### src/rtl/spi_pkg.sv
// Shared types and constants for the slave-side SPI serial engine.
package spi_pkg;

  localparam int DATA_W_DEF = 8;

  typedef enum logic [0:0] {
    IDLE   = 1'b0,
    ACTIVE = 1'b1
  } spi_state_e;

  typedef struct packed {
    logic cpol;
    logic cpha;
  } spi_mode_t;

  // Bit counter width for a frame of w bits; never narrower than one bit.
  function automatic int cnt_width(input int w);
    return (w > 1) ? $clog2(w) : 1;
  endfunction

endpackage

### src/rtl/spi_slave_shifter_if.sv
// Parallel-side handshake between the SPI slave shifter and its register block.
interface spi_slave_shifter_if
  import spi_pkg::*;
#(
  parameter int DATA_W = DATA_W_DEF
) ();

  logic [DATA_W-1:0] tx_data;
  logic              tx_load;
  logic              tx_ready;
  logic [DATA_W-1:0] rx_data;
  logic              rx_full;
  logic              rx_read;
  logic              busy;

  modport master (
    output tx_data, tx_load, rx_read,
    input  tx_ready, rx_data, rx_full, busy
  );

  modport slave (
    input  tx_data, tx_load, rx_read,
    output tx_ready, rx_data, rx_full, busy
  );

endinterface

### src/rtl/spi_pin_sync.sv
// Multi-flop synchroniser for one asynchronous SPI pin, plus rise/fall detection
// from the synchronised level and one further delay flop.
module spi_pin_sync #(
  parameter int   SYNC_STAGES = 2,
  parameter logic RST_VAL     = 1'b0
) (
  input  logic PClk,
  input  logic PRESETn,
  input  logic pin,
  output logic lvl,
  output logic rise,
  output logic fall
);

  logic [SYNC_STAGES-1:0] sync_r;
  logic                   dly_r;

  // Shift the pin through the synchroniser chain and the edge-detect flop.
  always_ff @(posedge PClk or negedge PRESETn) begin
    if (!PRESETn) begin
      sync_r <= {SYNC_STAGES{RST_VAL}};
      dly_r  <= RST_VAL;
    end else begin
      sync_r <= {sync_r[SYNC_STAGES-2:0], pin};
      dly_r  <= sync_r[SYNC_STAGES-1];
    end
  end

  assign lvl  = sync_r[SYNC_STAGES-1];
  assign rise = lvl & ~dly_r;
  assign fall = ~lvl & dly_r;

endmodule

### src/rtl/spi_slave_shifter.sv
// SPI slave serial engine: pin synchronisation, mode-dependent edge selection,
// receive deserialiser and one-deep transmit buffer. Optional macro: SPI_SLV_OVERRUN_EN.
module spi_slave_shifter
  import spi_pkg::*;
#(
  parameter int DATA_W      = DATA_W_DEF,
  parameter int SYNC_STAGES = 2
) (
  input  logic PClk,
  input  logic PRESETn,
  input  logic spi_en,
  input  logic cpol,
  input  logic cpha,
  input  logic lsbfe,
  input  logic sclk_in,
  input  logic ss_n,
  input  logic mosi,
  output logic miso,
  output logic miso_oe,
`ifdef SPI_SLV_OVERRUN_EN
  output logic overrun,
`endif
  spi_slave_shifter_if.slave bus
);

  localparam int               CNT_W    = cnt_width(DATA_W);
  localparam logic [CNT_W-1:0] CNT_ZERO = {CNT_W{1'b0}};
  localparam logic [CNT_W-1:0] CNT_ONE  = {{(CNT_W-1){1'b0}}, 1'b1};
  localparam logic [CNT_W-1:0] CNT_LAST = CNT_W'(DATA_W - 1);

  logic sclk_lvl_s, sclk_rise_s, sclk_fall_s;
  logic ss_lvl_s, ss_rise_s, ss_fall_s;
  logic mosi_lvl_s, mosi_rise_s, mosi_fall_s;
  logic unused_edges_s;

  spi_pin_sync #(.SYNC_STAGES(SYNC_STAGES), .RST_VAL(1'b0)) u_sync_sclk (
    .PClk(PClk), .PRESETn(PRESETn), .pin(sclk_in),
    .lvl(sclk_lvl_s), .rise(sclk_rise_s), .fall(sclk_fall_s)
  );

  spi_pin_sync #(.SYNC_STAGES(SYNC_STAGES), .RST_VAL(1'b1)) u_sync_ss (
    .PClk(PClk), .PRESETn(PRESETn), .pin(ss_n),
    .lvl(ss_lvl_s), .rise(ss_rise_s), .fall(ss_fall_s)
  );

  spi_pin_sync #(.SYNC_STAGES(SYNC_STAGES), .RST_VAL(1'b0)) u_sync_mosi (
    .PClk(PClk), .PRESETn(PRESETn), .pin(mosi),
    .lvl(mosi_lvl_s), .rise(mosi_rise_s), .fall(mosi_fall_s)
  );

  assign unused_edges_s = ^{sclk_lvl_s, ss_rise_s, mosi_rise_s, mosi_fall_s};

  spi_state_e        state_r, state_nxt_s;
  spi_mode_t         mode_r;
  logic              lsbfe_r, lsbfe_nxt_s;
  logic [CNT_W-1:0]  bit_cnt_r, cnt_nxt_s;
  logic              busy_r, miso_oe_r, miso_r;
  logic [DATA_W-1:0] tx_buf_r, tx_sh_r, tx_sh_nxt_s;
  logic              tx_ready_r;
  logic [DATA_W-1:0] rx_sh_r, rx_next_s, rx_data_r;
  logic              rx_full_r;
  logic              active_s, enter_s, exit_s;
  logic              leading_s, trailing_s, sample_s, shift_s;
  logic              load_s, complete_s;

  assign active_s   = (state_r == ACTIVE);
  assign enter_s    = (state_r == IDLE) & ss_fall_s & spi_en;
  assign exit_s     = active_s & (ss_lvl_s | ~spi_en);
  assign leading_s  = mode_r.cpol ? sclk_fall_s : sclk_rise_s;
  assign trailing_s = mode_r.cpol ? sclk_rise_s : sclk_fall_s;
  assign sample_s   = active_s & ~exit_s & (mode_r.cpha ? trailing_s : leading_s);
  assign shift_s    = active_s & ~exit_s & (mode_r.cpha ? leading_s : trailing_s);
  assign complete_s = sample_s & (bit_cnt_r == CNT_LAST);
  // With cpha=0 the only shift edge seen at bit_cnt==0 is the one after a completed frame.
  assign load_s     = (enter_s & ~cpha) | (shift_s & (bit_cnt_r == CNT_ZERO));
  assign rx_next_s  = lsbfe_r ? {mosi_lvl_s, rx_sh_r[DATA_W-1:1]}
                              : {rx_sh_r[DATA_W-2:0], mosi_lvl_s};

  // Next state and bit count for the frame controller.
  always_comb begin
    state_nxt_s = state_r;
    cnt_nxt_s   = bit_cnt_r;
    if (enter_s) begin
      state_nxt_s = ACTIVE;
    end else if (exit_s) begin
      state_nxt_s = IDLE;
    end else begin
      state_nxt_s = state_r;
    end
    if (!active_s || exit_s) begin
      cnt_nxt_s = CNT_ZERO;
    end else if (sample_s) begin
      cnt_nxt_s = complete_s ? CNT_ZERO : bit_cnt_r + CNT_ONE;
    end else begin
      cnt_nxt_s = bit_cnt_r;
    end
  end

  // Next transmit shift register contents and bit order.
  always_comb begin
    tx_sh_nxt_s = tx_sh_r;
    lsbfe_nxt_s = lsbfe_r;
    if (load_s) begin
      tx_sh_nxt_s = tx_ready_r ? {DATA_W{1'b0}} : tx_buf_r;
    end else if (shift_s) begin
      tx_sh_nxt_s = lsbfe_r ? {1'b0, tx_sh_r[DATA_W-1:1]} : {tx_sh_r[DATA_W-2:0], 1'b0};
    end else begin
      tx_sh_nxt_s = tx_sh_r;
    end
    if (enter_s) begin
      lsbfe_nxt_s = lsbfe;
    end else begin
      lsbfe_nxt_s = lsbfe_r;
    end
  end

  // Frame controller: state, latched mode, bit counter, busy and pad enable.
  always_ff @(posedge PClk or negedge PRESETn) begin
    if (!PRESETn) begin
      state_r   <= IDLE;
      mode_r    <= {1'b0, 1'b0};
      lsbfe_r   <= 1'b0;
      bit_cnt_r <= CNT_ZERO;
      busy_r    <= 1'b0;
      miso_oe_r <= 1'b0;
    end else begin
      state_r   <= state_nxt_s;
      lsbfe_r   <= lsbfe_nxt_s;
      bit_cnt_r <= cnt_nxt_s;
      busy_r    <= (state_nxt_s == ACTIVE) && (cnt_nxt_s != CNT_ZERO);
      miso_oe_r <= (state_nxt_s == ACTIVE);
      if (enter_s) begin
        mode_r.cpol <= cpol;
        mode_r.cpha <= cpha;
      end else begin
        mode_r <= mode_r;
      end
    end
  end

  // Transmit side: one-deep buffer, shift register and registered miso.
  always_ff @(posedge PClk or negedge PRESETn) begin
    if (!PRESETn) begin
      tx_buf_r   <= {DATA_W{1'b0}};
      tx_ready_r <= 1'b1;
      tx_sh_r    <= {DATA_W{1'b0}};
      miso_r     <= 1'b0;
    end else begin
      tx_sh_r <= tx_sh_nxt_s;
      miso_r  <= lsbfe_nxt_s ? tx_sh_nxt_s[0] : tx_sh_nxt_s[DATA_W-1];
      if (load_s && !tx_ready_r) begin
        tx_ready_r <= 1'b1;
      end else if (bus.tx_load && tx_ready_r) begin
        tx_buf_r   <= bus.tx_data;
        tx_ready_r <= 1'b0;
      end else begin
        tx_ready_r <= tx_ready_r;
      end
    end
  end

`ifdef SPI_SLV_OVERRUN_EN
  logic overrun_r;
  logic ovr_set_s;
  // A frame landing on an unread one that is not being read this cycle is dropped.
  assign ovr_set_s = complete_s & rx_full_r & ~bus.rx_read;
`endif

  // Receive side: deserialiser, frame register and full flag.
  always_ff @(posedge PClk or negedge PRESETn) begin
    if (!PRESETn) begin
      rx_sh_r   <= {DATA_W{1'b0}};
      rx_data_r <= {DATA_W{1'b0}};
      rx_full_r <= 1'b0;
`ifdef SPI_SLV_OVERRUN_EN
      overrun_r <= 1'b0;
`endif
    end else begin
      if (exit_s || enter_s) begin
        rx_sh_r <= {DATA_W{1'b0}};
      end else if (sample_s) begin
        rx_sh_r <= rx_next_s;
      end else begin
        rx_sh_r <= rx_sh_r;
      end
`ifdef SPI_SLV_OVERRUN_EN
      if (ovr_set_s) begin
        overrun_r <= 1'b1;
      end else if (bus.rx_read) begin
        overrun_r <= 1'b0;
      end else begin
        overrun_r <= overrun_r;
      end
      if (complete_s && !ovr_set_s) begin
        rx_data_r <= rx_next_s;
      end else begin
        rx_data_r <= rx_data_r;
      end
`else
      if (complete_s) begin
        rx_data_r <= rx_next_s;
      end else begin
        rx_data_r <= rx_data_r;
      end
`endif
      if (complete_s) begin
        rx_full_r <= 1'b1;
      end else if (bus.rx_read) begin
        rx_full_r <= 1'b0;
      end else begin
        rx_full_r <= rx_full_r;
      end
    end
  end

`ifdef SPI_SLV_OVERRUN_EN
  assign overrun = overrun_r;
`endif

  assign miso         = miso_r;
  assign miso_oe      = miso_oe_r;
  assign bus.tx_ready = tx_ready_r;
  assign bus.rx_data  = rx_data_r;
  assign bus.rx_full  = rx_full_r;
  assign bus.busy     = busy_r;

endmodule

### src/flat_wrapper.sv
// flat-port wrapper written by rule: the top's interface ports become plain ports
module spi_slave_shifter_flat import spi_pkg::*;
#(
  parameter int DATA_W      = DATA_W_DEF,
  parameter int SYNC_STAGES = 2
)
  (PClk, PRESETn, spi_en, cpol, cpha, lsbfe, sclk_in, ss_n, mosi, miso, miso_oe, bus_tx_data, bus_tx_load, bus_rx_read, bus_tx_ready, bus_rx_data, bus_rx_full, bus_busy);
  spi_slave_shifter_if #(.DATA_W(DATA_W)) bus_i ();
  input  logic PClk;
  input  logic PRESETn;
  input  logic spi_en;
  input  logic cpol;
  input  logic cpha;
  input  logic lsbfe;
  input  logic sclk_in;
  input  logic ss_n;
  input  logic mosi;
  output logic miso;
  output logic miso_oe;
  input wire logic [$bits(bus_i.tx_data)-1:0] bus_tx_data;
  input wire logic [$bits(bus_i.tx_load)-1:0] bus_tx_load;
  input wire logic [$bits(bus_i.rx_read)-1:0] bus_rx_read;
  output wire logic [$bits(bus_i.tx_ready)-1:0] bus_tx_ready;
  output wire logic [$bits(bus_i.rx_data)-1:0] bus_rx_data;
  output wire logic [$bits(bus_i.rx_full)-1:0] bus_rx_full;
  output wire logic [$bits(bus_i.busy)-1:0] bus_busy;
  assign bus_i.tx_data = bus_tx_data;
  assign bus_i.tx_load = bus_tx_load;
  assign bus_i.rx_read = bus_rx_read;
  assign bus_tx_ready = bus_i.tx_ready;
  assign bus_rx_data = bus_i.rx_data;
  assign bus_rx_full = bus_i.rx_full;
  assign bus_busy = bus_i.busy;
  spi_slave_shifter #(.DATA_W(DATA_W), .SYNC_STAGES(SYNC_STAGES)) u_core (.PClk(PClk), .PRESETn(PRESETn), .spi_en(spi_en), .cpol(cpol), .cpha(cpha), .lsbfe(lsbfe), .sclk_in(sclk_in), .ss_n(ss_n), .mosi(mosi), .miso(miso), .miso_oe(miso_oe), .bus(bus_i));
endmodule
### config.mk
export PLATFORM = sky130hd
export DESIGN_NAME = spi_slave_shifter_flat
export DESIGN_NICKNAME = d
export VERILOG_FILES = /design/src/rtl/spi_pkg.sv /design/src/rtl/spi_slave_shifter_if.sv /design/src/rtl/spi_pin_sync.sv /design/src/rtl/spi_slave_shifter.sv /design/src/flat_wrapper.sv
export SDC_FILE = /design/constraint.sdc
export NUM_CORES = 1
export LEC_CHECK = 0
export ABC_AREA = 1
export BUFFER_PORTS_ARGS = -buffer_cell sky130_fd_sc_hd__buf_2
export CORE_MARGIN = 1.5
export CORE_UTILIZATION = 46
export CTS_CLUSTER_DIAMETER = 150
export CTS_CLUSTER_SIZE = 20
export DETAILED_ROUTE_END_ITERATION = 10
export GPL_TIMING_DRIVEN = 0
export HOLD_SLACK_MARGIN = 0.02
export PLACE_DENSITY = 0.66
export SYNTH_ARGS = -nofsm -noshare
export SYNTH_HDL_FRONTEND = slang
export SYNTH_SLANG_ARGS = --single-unit
export TNS_END_PERCENT = 10
### constraint.sdc
create_clock -name PClk -period 1.7 [get_ports PClk]
set_clock_uncertainty 0.15 [all_clocks]
set_input_delay 0.255 -clock PClk [delete_from_list [all_inputs] [get_ports PClk]]
set_output_delay 0.255 -clock PClk [all_outputs]
set_load 0.02 [all_outputs]
==> flow_metrics.py, run 1 <==
metrics = {
    "critical_path": {
        "r2r_setup_slack_ns": 0.07,
        "path_cells": "inv_1, nand3_1, nand3_2, nand3_4, nand2_8, buf_12, nand2_4, nand3b_1, nand3_1",
        "critPathCaptureType": "flop",
        "crit_start": "u_core.u_sync_sclk.dly_r",
        "cp_max_fo": 6,
        "start_kind": "flop",
        "critPathMaxStageDelay_ns": 0.41,
        "r2r_end": "u_core.tx_sh_r[5]",
        "worstPathRequired_ns": 1.75,
        "crit_end": "u_core.tx_sh_r[5]",
        "r2r_cells": 9,
        "path_class": "reg2reg",
        "r2r-start": "u_core.u_sync_sclk.dly_r",
        "worstPathArrival_ns": 1.68,
        "cpMostUsedCell": "nand3_1",
        "slowest_stage": "dfrtp_1",
    },
    "floorplanning": {
        "dieArea_um2": 5550,
        "boundaryPins": 32,
        "core_um2": 4820,
        "start_util_pct": 48.9,
        "die_h_um": 74.5,
        "num_rows": 25,
        "chipWidth_um": 74.5,
    },
    "synthesis": {
        "ys_types": 26,
        "yosysTopAreaCell": "dfrtp_1",
        "yosys-top-cells-count": "nand2_1 (101), dfrtp_1 (47), inv_1 (35)",
        "synth_top_area_share_pct": 50.0,
        "ys_seq_elements": 51,
        "syn_avg_cell_area_um2": 8.68,
        "ys.flop_type": "dfrtp_1",
        "yosys_warnings": 0,
        "async_flop_share_pct": 100,
        "seq_area_frac_synth_pct": 54.4,
        "synth_edf_count": 0,
        "netlist_area_um2": 2350,
        "synthCells": 271,
        "synth_area_leaders": "dfrtp_1 (50%), nand2_1 (16%), inv_1 (5.6%)",
        "syn-num-nets": 293,
        "post-synth-top-count-cell": "nand2_1",
    },
    "clock_tree": {
        "cts-htree-levels": 2,
        "clkLatencyLatePin_ns": 0.31,
        "cts_tree": "built",
        "clkTransAtPathRegs_ns": 0.09,
        "cts_made_buffers": 5,
        "clockBufferDepth": 2,
        "root_buffer": "clkbuf_8",
        "cts.sinks": 51,
    },
    "placement": {
        "place.port_buffers": 31,
        "gp_congestion": 0.772,
        "dp_cells": 369,
        "placedInstanceArea_um2": 2590,
        "preCtsSetupSlack_ns": -0.0626,
        "dp_hpwl_um": 2940,
    },
    "sta": {
        "fin_crit_ns": 1.63,
        "tightestPinTransition_ns": 1.10,
        "max_freq_ghz": 0.612,
        "grt_setup_unrepaired": "true",
        "hold_viol": 0,
        "fin_ws_ns": 0.0673,
        "drv_slew": 0,
        "slew_headroom_pct": 27.0,
        "setup-violations-final": 0,
        "post-route-period-util_pct": 96.0,
    },
    "cells_and_area": {
        "stdcell_count": 400,
        "antennaDiodeCount": 0,
        "fillers": 427,
        "finalInstanceArea_um2": 3050,
        "nets": 354,
        "syn2layout_area_growth_pct": 29.5,
        "drive_gt1_share_pct": 27.3,
    },
    "route": {
        "num_vias": 1883,
        "viasPerCell": 4.71,
        "route.layer.met1.wl_um": 2040,
        "dr.pass1.iters": 4,
        "drc": 0,
        "wl_met3_um": 146,
        "drt-total-wl_um": 4590,
        "met2_length_um": 2340,
        "highest_layer": "met4",
        "ant_nets": 0,
        "wl_per_cell_um": 11.5,
        "first_iter_violations": 92,
    },
    "run": {
        "maxCapViolCount": 0,
    },
    "global_route": {
        "grt_use_total_pct": 18.4,
        "grt_pass1_wl_um": 7740,
        "grt_max_degree": 52,
        "grt_pass1_vias": 1850,
        "grt_overflow": 0,
        "antenna_found_initial": 0,
    },
    "run_status": {
        "outcome": "complete, no violations",
    },
    "power": {
        "ir_worst_vdd_mv": 0.562,
        "power_density_nw_per_um2": 1060,
        "p_leak_nw": 1.54,
    },
    "hold_path": {
        "hold_path.class": "in2async",
    },
}
-- cell usage in the layout (no fill, tap or decap), types with 6 or more instances in the layout --
cell type / Yosys / routed
buf_4: 0 / 8
inv_1: 35 / 32
nand3_1: 18 / 12
dlygate4sd3_1: 0 / 13
nand3_2: 1 / 6
o21ai_0: 16 / 16
nand2_1: 101 / 96
buf_2: 2 / 33
dfrtp_1: 47 / 47
a21oi_1: 8 / 7
-- kinds of logic after synthesis --
kind of cell / count (synthesis) / share of synthesized area [%]
adder cells (fa/ha/maj): 3 / 1.60
buffers and inverters: 43 / 7.60
AND/OR/NAND/NOR: 139 / 27.8
AO/OA/AOI/OAI: 35 / 8.61
flip-flops: 51 / 54.4
-- where the power goes --
group / switching (mW) / total (mW) / internal, mW
Combinational: 0.388 / 0.650 / 0.262
Sequential: 0.154 / 1.60 / 1.44
Clock: 0.390 / 0.978 / 0.588
Total: 0.932 / 3.22 / 2.29
-- what timing repair did --
action,CTS,global route
hold endpoints to repair,13,0
hold buffers,13,0
gates resized for setup,5,18
endpoints found under the setup margin,7,14
pin swaps,1,10
buffers inserted,0,9
cloned,0,1
-- how the worst min path moves through the flow --
stage | start | to | slack [ns] | depth (start not counted)
CTS | PRESETn | u_core.bus.rx_data[4] | 0.04 | 1
floorplan | PRESETn | u_core.active_s | -0.19 | 0
global route | PRESETn | u_core.bus.rx_data[4] | 0.1 | 1
detailed placement | u_core.u_sync_mosi.sync_r[0] | u_core.u_sync_mosi.sync_r[1] | 0.19 | 0
global placement | u_core.u_sync_sclk.sync_r[0] | u_core.u_sync_sclk.sync_r[1] | 0.19 | 0
finish | PRESETn | u_core.bus.rx_data[4] | 0.002 | 1
-- through the flow --
step	setup TNS (ns)	power [mW]	utilization, %	hold WS, ns
after detailed placement	-0.165	2.18	53.8	0.186
after floorplan	0	2.00	-	-0.191
final	0	3.22	63.2	0.00248
after global placement	-0.147	2.16	53.8	0.185
after global routing	-0.139	3.44	63.2	0.0986
after CTS	0	3.19	59.7	0.0442
-- per-layer routing --
layer | track usage (%) | vias to the layer above
li1 | - | 969
met1 | 20.8 | 867
met2 | 33.2 | 41
met3 | 4.88 | 6
met4 | 6.67 | 0
met5 | 0 | -
-- critical path, delay by kind of cell, from the launching register on --
family,cells,cell delay (ns)
and+or+nand+nor,7,0.76
DFF,1,0.41
buffers and inverters,2,0.20
-- flip-flops by register name, summed over array words and instances, names as in the netlist, 2 cells and up --
register                   cells
u_core.bit_cnt_r               3
u_core.tx_sh_r                 8
u_core.bus.rx_data             8
u_core.tx_buf_r                8
u_core.u_sync_sclk.sync_r      2
u_core.u_sync_ss.sync_r        2
u_core.u_sync_mosi.sync_r      2
u_core.rx_sh_r                 8
u_core.mode_r                  2
-- final cells by class --
cell class,instances,area (um^2),share of cell area (%)
tap,67,83.8,2.75
timing repair buffer,53,365,12.0
buffer,4,32.5,1.07
multi-input combinational,178,1000,33.0
sequential,51,1280,42.1
clock buffer,6,72.6,2.38
inverter,39,146,4.80
clock inverter,2,60.1,1.97
No activity file was read; power rests on OpenSTA's default activity.
==> run 2, diff against run 1 <==
--- a/config.mk
+++ b/config.mk
@@ -7,6 +7,7 @@
 export LEC_CHECK = 0
 export ABC_AREA = 1
 export BUFFER_PORTS_ARGS = -buffer_cell sky130_fd_sc_hd__buf_2
+export CORE_ASPECT_RATIO = 2
 export CORE_MARGIN = 1.5
 export CORE_UTILIZATION = 46
 export CTS_CLUSTER_DIAMETER = 150
==> flow_metrics.py, run 2 (synthesized netlist as in run 1, its figures left out) <==
metrics = {
    "route": {
        "ant_nets": 0,
        "num_vias": 1910,
        "viasPerCell": 4.91,
        "dr.pass1.iters": 4,
        "drt-total-wl_um": 4840,
        "wl_per_cell_um": 12.4,
        "drc": 0,
        "first_iter_violations": 45,
    },
    "global_route": {
        "grt_use_total_pct": 19.6,
        "grt_pass1_wl_um": 8210,
        "grt_overflow": 0,
        "grt_pass1_vias": 1932,
        "grt_max_degree": 52,
        "antenna_found_initial": 0,
    },
    "critical_path": {
        "worstPathRequired_ns": 1.76,
        "path_class": "reg2reg",
        "worstPathArrival_ns": 1.71,
        "critPathCaptureType": "flop",
        "slowest_stage": "dfrtp_2",
        "start_kind": "flop",
        "path_cells": "buf_4, nand3_2, nand3_2, nand3_4, buf_6, nand2_2, o21ai_0",
        "r2r_cells": 7,
        "r2r_setup_slack_ns": 0.05,
        "cp_max_fo": 10,
        "r2r_end": "u_core.rx_sh_r[6]",
        "cpMostUsedCell": "nand3_2",
        "critPathMaxStageDelay_ns": 0.42,
        "r2r-start": "u_core.mode_r[1]",
    },
    "cells_and_area": {
        "final_common_cell": "nand2_1",
        "nets": 353,
        "multi_input_area_um2": 1000,
        "antennaDiodeCount": 0,
        "fillers": 457,
        "final_cell_mix": "nand2_1 (98), dfrtp_1 (46), buf_2 (33)",
        "stdcell_count": 389,
        "drive_gt1_share_pct": 27.1,
        "seqCellArea_um2": 1280,
        "syn2layout_area_growth_pct": 25.9,
    },
    "sta": {
        "grt_setup_unrepaired": "true",
        "slew_headroom_pct": 25.6,
        "post-route-period-util_pct": 96.9,
        "hold_slack_ns": 0.00654,
        "max_freq_ghz": 0.607,
        "setup-violations-final": 0,
        "hold_viol": 0,
        "fin_crit_ns": 1.65,
        "tightestPinTransition_ns": 1.12,
        "setup_tns_ns": 0,
        "drv_slew": 0,
    },
    "clock_tree": {
        "root_buffer": "clkbuf_8",
        "clkTransAtPathRegs_ns": 0.09,
        "clockBufferDepth": 2,
        "cts.sinks": 51,
        "cts_tree": "built",
        "clkLatencyLatePin_ns": 0.30,
        "cts-htree-levels": 2,
        "cts_made_buffers": 5,
    },
    "run": {
        "maxCapViolCount": 0,
    },
    "run_status": {
        "outcome": "complete, no violations",
    },
    "hold_path": {
        "hold_path.class": "in2async",
    },
    "floorplanning": {
        "dieArea_um2": 5580,
        "num_rows": 36,
        "die_h_um": 104,
        "core_um2": 4910,
        "chipWidth_um": 53.6,
        "boundaryPins": 32,
        "start_util_pct": 47.9,
    },
    "placement": {
        "dp_cells": 359,
        "dp_hpwl_um": 3470,
        "place.port_buffers": 31,
        "gp_congestion": 0.793,
    },
    "power": {
        "p_leak_nw": 1.52,
        "power_density_nw_per_um2": 990,
        "ir_worst_vdd_mv": 0.753,
    },
}
[run 2: cell count changes in the layout (fill, tap and decap cells not counted), sizes merged]
cell	change
dlygate4sd3	-1
buf	+1
nand2	-1
clkbuf	+2
bufinv	-2
[run 2: worst max path at each step]
| stage | startpoint | endpoint | slack (ns) | cells after the start |
|---|---|---|---|---|
| 6_report | u_core.mode_r[1] | u_core.rx_sh_r[6] | 0.05 | 7 |
| 5_1_grt | u_core.u_sync_sclk.sync_r[1] | u_core.tx_sh_r[3] | -0.06 | 9 |
| 4_1_cts | u_core.u_sync_ss.dly_r | u_core.miso | 0.006 | 9 |
| 3_5_place_dp | u_core.u_sync_ss.dly_r | u_core.miso | -0.03 | 9 |
| 3_3_place_gp | u_core.u_sync_ss.dly_r | u_core.miso | -0.01 | 9 |
| 2_1_floorplan | u_core.active_s | u_core.bus.busy | 0.12 | 6 |
[run 2: routing by layer]
layer / up-vias / global-route usage (%) / routed length [um]
li1: 968 / - / -
met1: 910 / 19.9 / 1780
met2: 26 / 37.4 / 2900
met3: 6 / 3.45 / 92
met4: 0 / 5.68 / 60
met5: - / 0 / 0
[run 2: area by class of cell]
type / instances / share of cell area [%]
plain buffers: 4 / 1.10
clock buffers: 8 / 2.70
inverters: 39 / 4.94
multi-input cells: 177 / 33.7
flip-flops and latches: 51 / 43.3
well taps: 57 / 2.41
repair buffers: 53 / 11.8
[run 2: worst max-delay path, delay by kind of cell (launching register included)]
family | cells | cell delay, ns
buffers and inverters | 2 | 0.31
DFF | 1 | 0.42
and+or+nand+nor | 4 | 0.46
AOI/OAI and AO/OA | 1 | 0.21
[run 2: power by group]
| part | total [mW] | internal, mW | leakage, nW | switching (mW) |
|---|---|---|---|---|
| Clock | 0.682 | 0.294 | 0.0395 | 0.388 |
| Combinational | 0.653 | 0.259 | 0.819 | 0.394 |
| Sequential | 1.60 | 1.44 | 0.657 | 0.158 |
[run 2: what timing repair did]
action | CTS | global route
buffers inserted | 2 | 8
setup endpoints to repair | 7 | 18
resized for setup | 2 | 23
pin swaps | 1 | 8
hold endpoints to repair | 12 | 0
hold buffers | 12 | 0
[run 2: stage by stage]
stage	worst slack, ns	total power [mW]	utilization, %	cell area, um^2
after floorplan	0.116	2.00	-	2350
after global placement	-0.0119	2.16	52.5	2580
after detailed placement	-0.0319	2.19	52.5	2580
after CTS	0.00568	2.89	57.1	2800
after global routing	-0.0622	3.11	60.3	2960
final	0.0528	2.93	60.3	2960
==> run 3, diff against run 2 <==
--- a/config.mk
+++ b/config.mk
@@ -10,6 +10,7 @@
 export CORE_ASPECT_RATIO = 2
 export CORE_MARGIN = 1.5
 export CORE_UTILIZATION = 46
+export CTS_BUF_LIST = sky130_fd_sc_hd__clkbuf_2
 export CTS_CLUSTER_DIAMETER = 150
 export CTS_CLUSTER_SIZE = 20
 export DETAILED_ROUTE_END_ITERATION = 10
==> flow_metrics.py, run 3 (synthesized netlist as in run 1, its figures left out) <==
metrics = {
    "critical_path": {
        "worstPathArrival_ns": 1.83,
        "start_kind": "flop",
        "critPathCaptureType": "flop",
        "worstPathRequired_ns": 1.89,
        "cp_max_fo": 6,
        "path_class": "reg2reg",
    },
    "sta": {
        "drv_slew": 0,
        "grt_setup_unrepaired": "true",
        "tightestPinTransition_ns": 0.697,
        "slew_headroom_pct": 53.6,
        "setup_tns_ns": 0,
        "setup-violations-final": 0,
        "post-route-period-util_pct": 96.6,
        "max_freq_ghz": 0.609,
        "fin_crit_ns": 1.64,
        "hold_viol": 0,
        "fin_ws_ns": 0.0584,
    },
    "clock_tree": {
        "cts_made_buffers": 5,
        "cts.sinks": 51,
        "clockBufferDepth": 2,
        "cts_tree": "built",
        "clkLatencyLatePin_ns": 0.41,
        "root_buffer": "clkbuf_2",
        "clkTransAtPathRegs_ns": 0.24,
        "cts-htree-levels": 2,
    },
    "route": {
        "wl_per_cell_um": 12.3,
        "ant_nets": 0,
        "dr.pass1.iters": 4,
        "drt-total-wl_um": 4870,
        "num_vias": 1913,
        "first_iter_violations": 36,
        "viasPerCell": 4.84,
        "drc": 0,
    },
    "floorplanning": {
        "chipWidth_um": 53.6,
        "dieArea_um2": 5580,
        "num_rows": 36,
        "start_util_pct": 47.9,
        "core_um2": 4910,
        "boundaryPins": 32,
        "die_h_um": 104,
    },
    "placement": {
        "preCtsSetupSlack_ns": -0.0319,
        "placedInstanceArea_um2": 2580,
        "place.port_buffers": 31,
        "dp_hpwl_um": 3470,
        "gp_congestion": 0.793,
        "dp_cells": 359,
    },
    "cells_and_area": {
        "drive_gt1_share_pct": 27.5,
        "antennaDiodeCount": 0,
        "finalInstanceArea_um2": 2950,
        "final_cell_mix": "nand2_1 (98), dfrtp_1 (45), inv_1 (32), buf_2 (32)",
        "nets": 359,
        "stdcell_count": 395,
        "fillers": 472,
        "syn2layout_area_growth_pct": 25.3,
        "final_common_cell": "nand2_1",
    },
    "power": {
        "ir_worst_vdd_mv": 0.746,
        "p_leak_nw": 1.53,
        "power_density_nw_per_um2": 924,
        "p_total_mw": 2.73,
    },
    "run": {
        "maxCapViolCount": 0,
    },
    "global_route": {
        "grt_pass1_wl_um": 8250,
        "antenna_found_initial": 0,
        "grt_overflow": 0,
        "grt_pass1_vias": 1955,
        "grt_use_total_pct": 19.6,
        "grt_max_degree": 52,
    },
    "run_status": {
        "outcome": "complete, no violations",
    },
    "hold_path": {
        "hold_path.class": "in2reg",
    },
}
[run 3: routing by layer]
metal	vias to the layer above	GRT usage, %	part of all wire (%)
met5	-	0	0
met4	0	7.51	2.6
met3	10	3.02	1.9
met2	29	36.6	58
met1	898	20.2	38
li1	976	-	-
[run 3: stage by stage]
stage                     utilization, %  hold WS [ns]
after floorplan                        -        -0.191
after global placement              52.5         0.188
after detailed placement            52.5         0.195
after CTS                           57.3        0.0382
after global routing                60.1        0.0468
final                               60.1        0.0440
[run 3: final timing paths]
kind | end | slack [ns] | cells after the start | from
max | u_core.tx_sh_r[5] | 0.06 | 9 | u_core.u_sync_sclk.dly_r
min | u_core.mode_r[0] | 0.04 | 4 | cpha
max reg2reg | u_core.tx_sh_r[5] | 0.06 | 9 | u_core.u_sync_sclk.dly_r
min reg2reg | u_core.u_sync_ss.sync_r[1] | 0.23 | 0 | u_core.u_sync_ss.sync_r[0]
max in group asynchronous | u_core.u_sync_sclk.sync_r[1] | 0.66 | 2 | PRESETn
min in group asynchronous | u_core.bus.rx_data[0] | 0.25 | 2 | PRESETn
[run 3: area by class of cell]
type / instances / area (um^2) / share of cell area [%]
Timing Repair Buffer: 59 / 408 / 13.8
Clock buffer: 8 / 40.0 / 1.36
Buffer: 4 / 32.5 / 1.10
Sequential cell: 51 / 1280 / 43.5
Inverter: 39 / 146 / 4.96
Multi-Input combinational cell: 177 / 967 / 32.8
Tap cell: 57 / 71.3 / 2.42
[run 3: critical path, stage by stage, from the launching register on]
cell	delay, ns
dfrtp_1	0.48
inv_2	0.09
nand3_2	0.10
nand3_2	0.13
nand3_4	0.11
nand2_4	0.13
nand2_8	0.07
buf_4	0.15
nand3b_1	0.08
nand3_1	0.08
[run 3: timing repair]
item	CTS	global route
endpoints found under the setup margin	8	25
resized for setup	4	17
pin swaps	1	11
hold buffers	16	0
hold endpoints to repair	62	0
setup buffers	2	10
[run 3: report_power, final]
part | switching (mW) | internal, mW | total, mW
Combinational | 0.386 | 0.257 | 0.643
Clock | 0.363 | 0.121 | 0.484
Sequential | 0.157 | 1.44 | 1.60
Total | 0.906 | 1.82 | 2.73
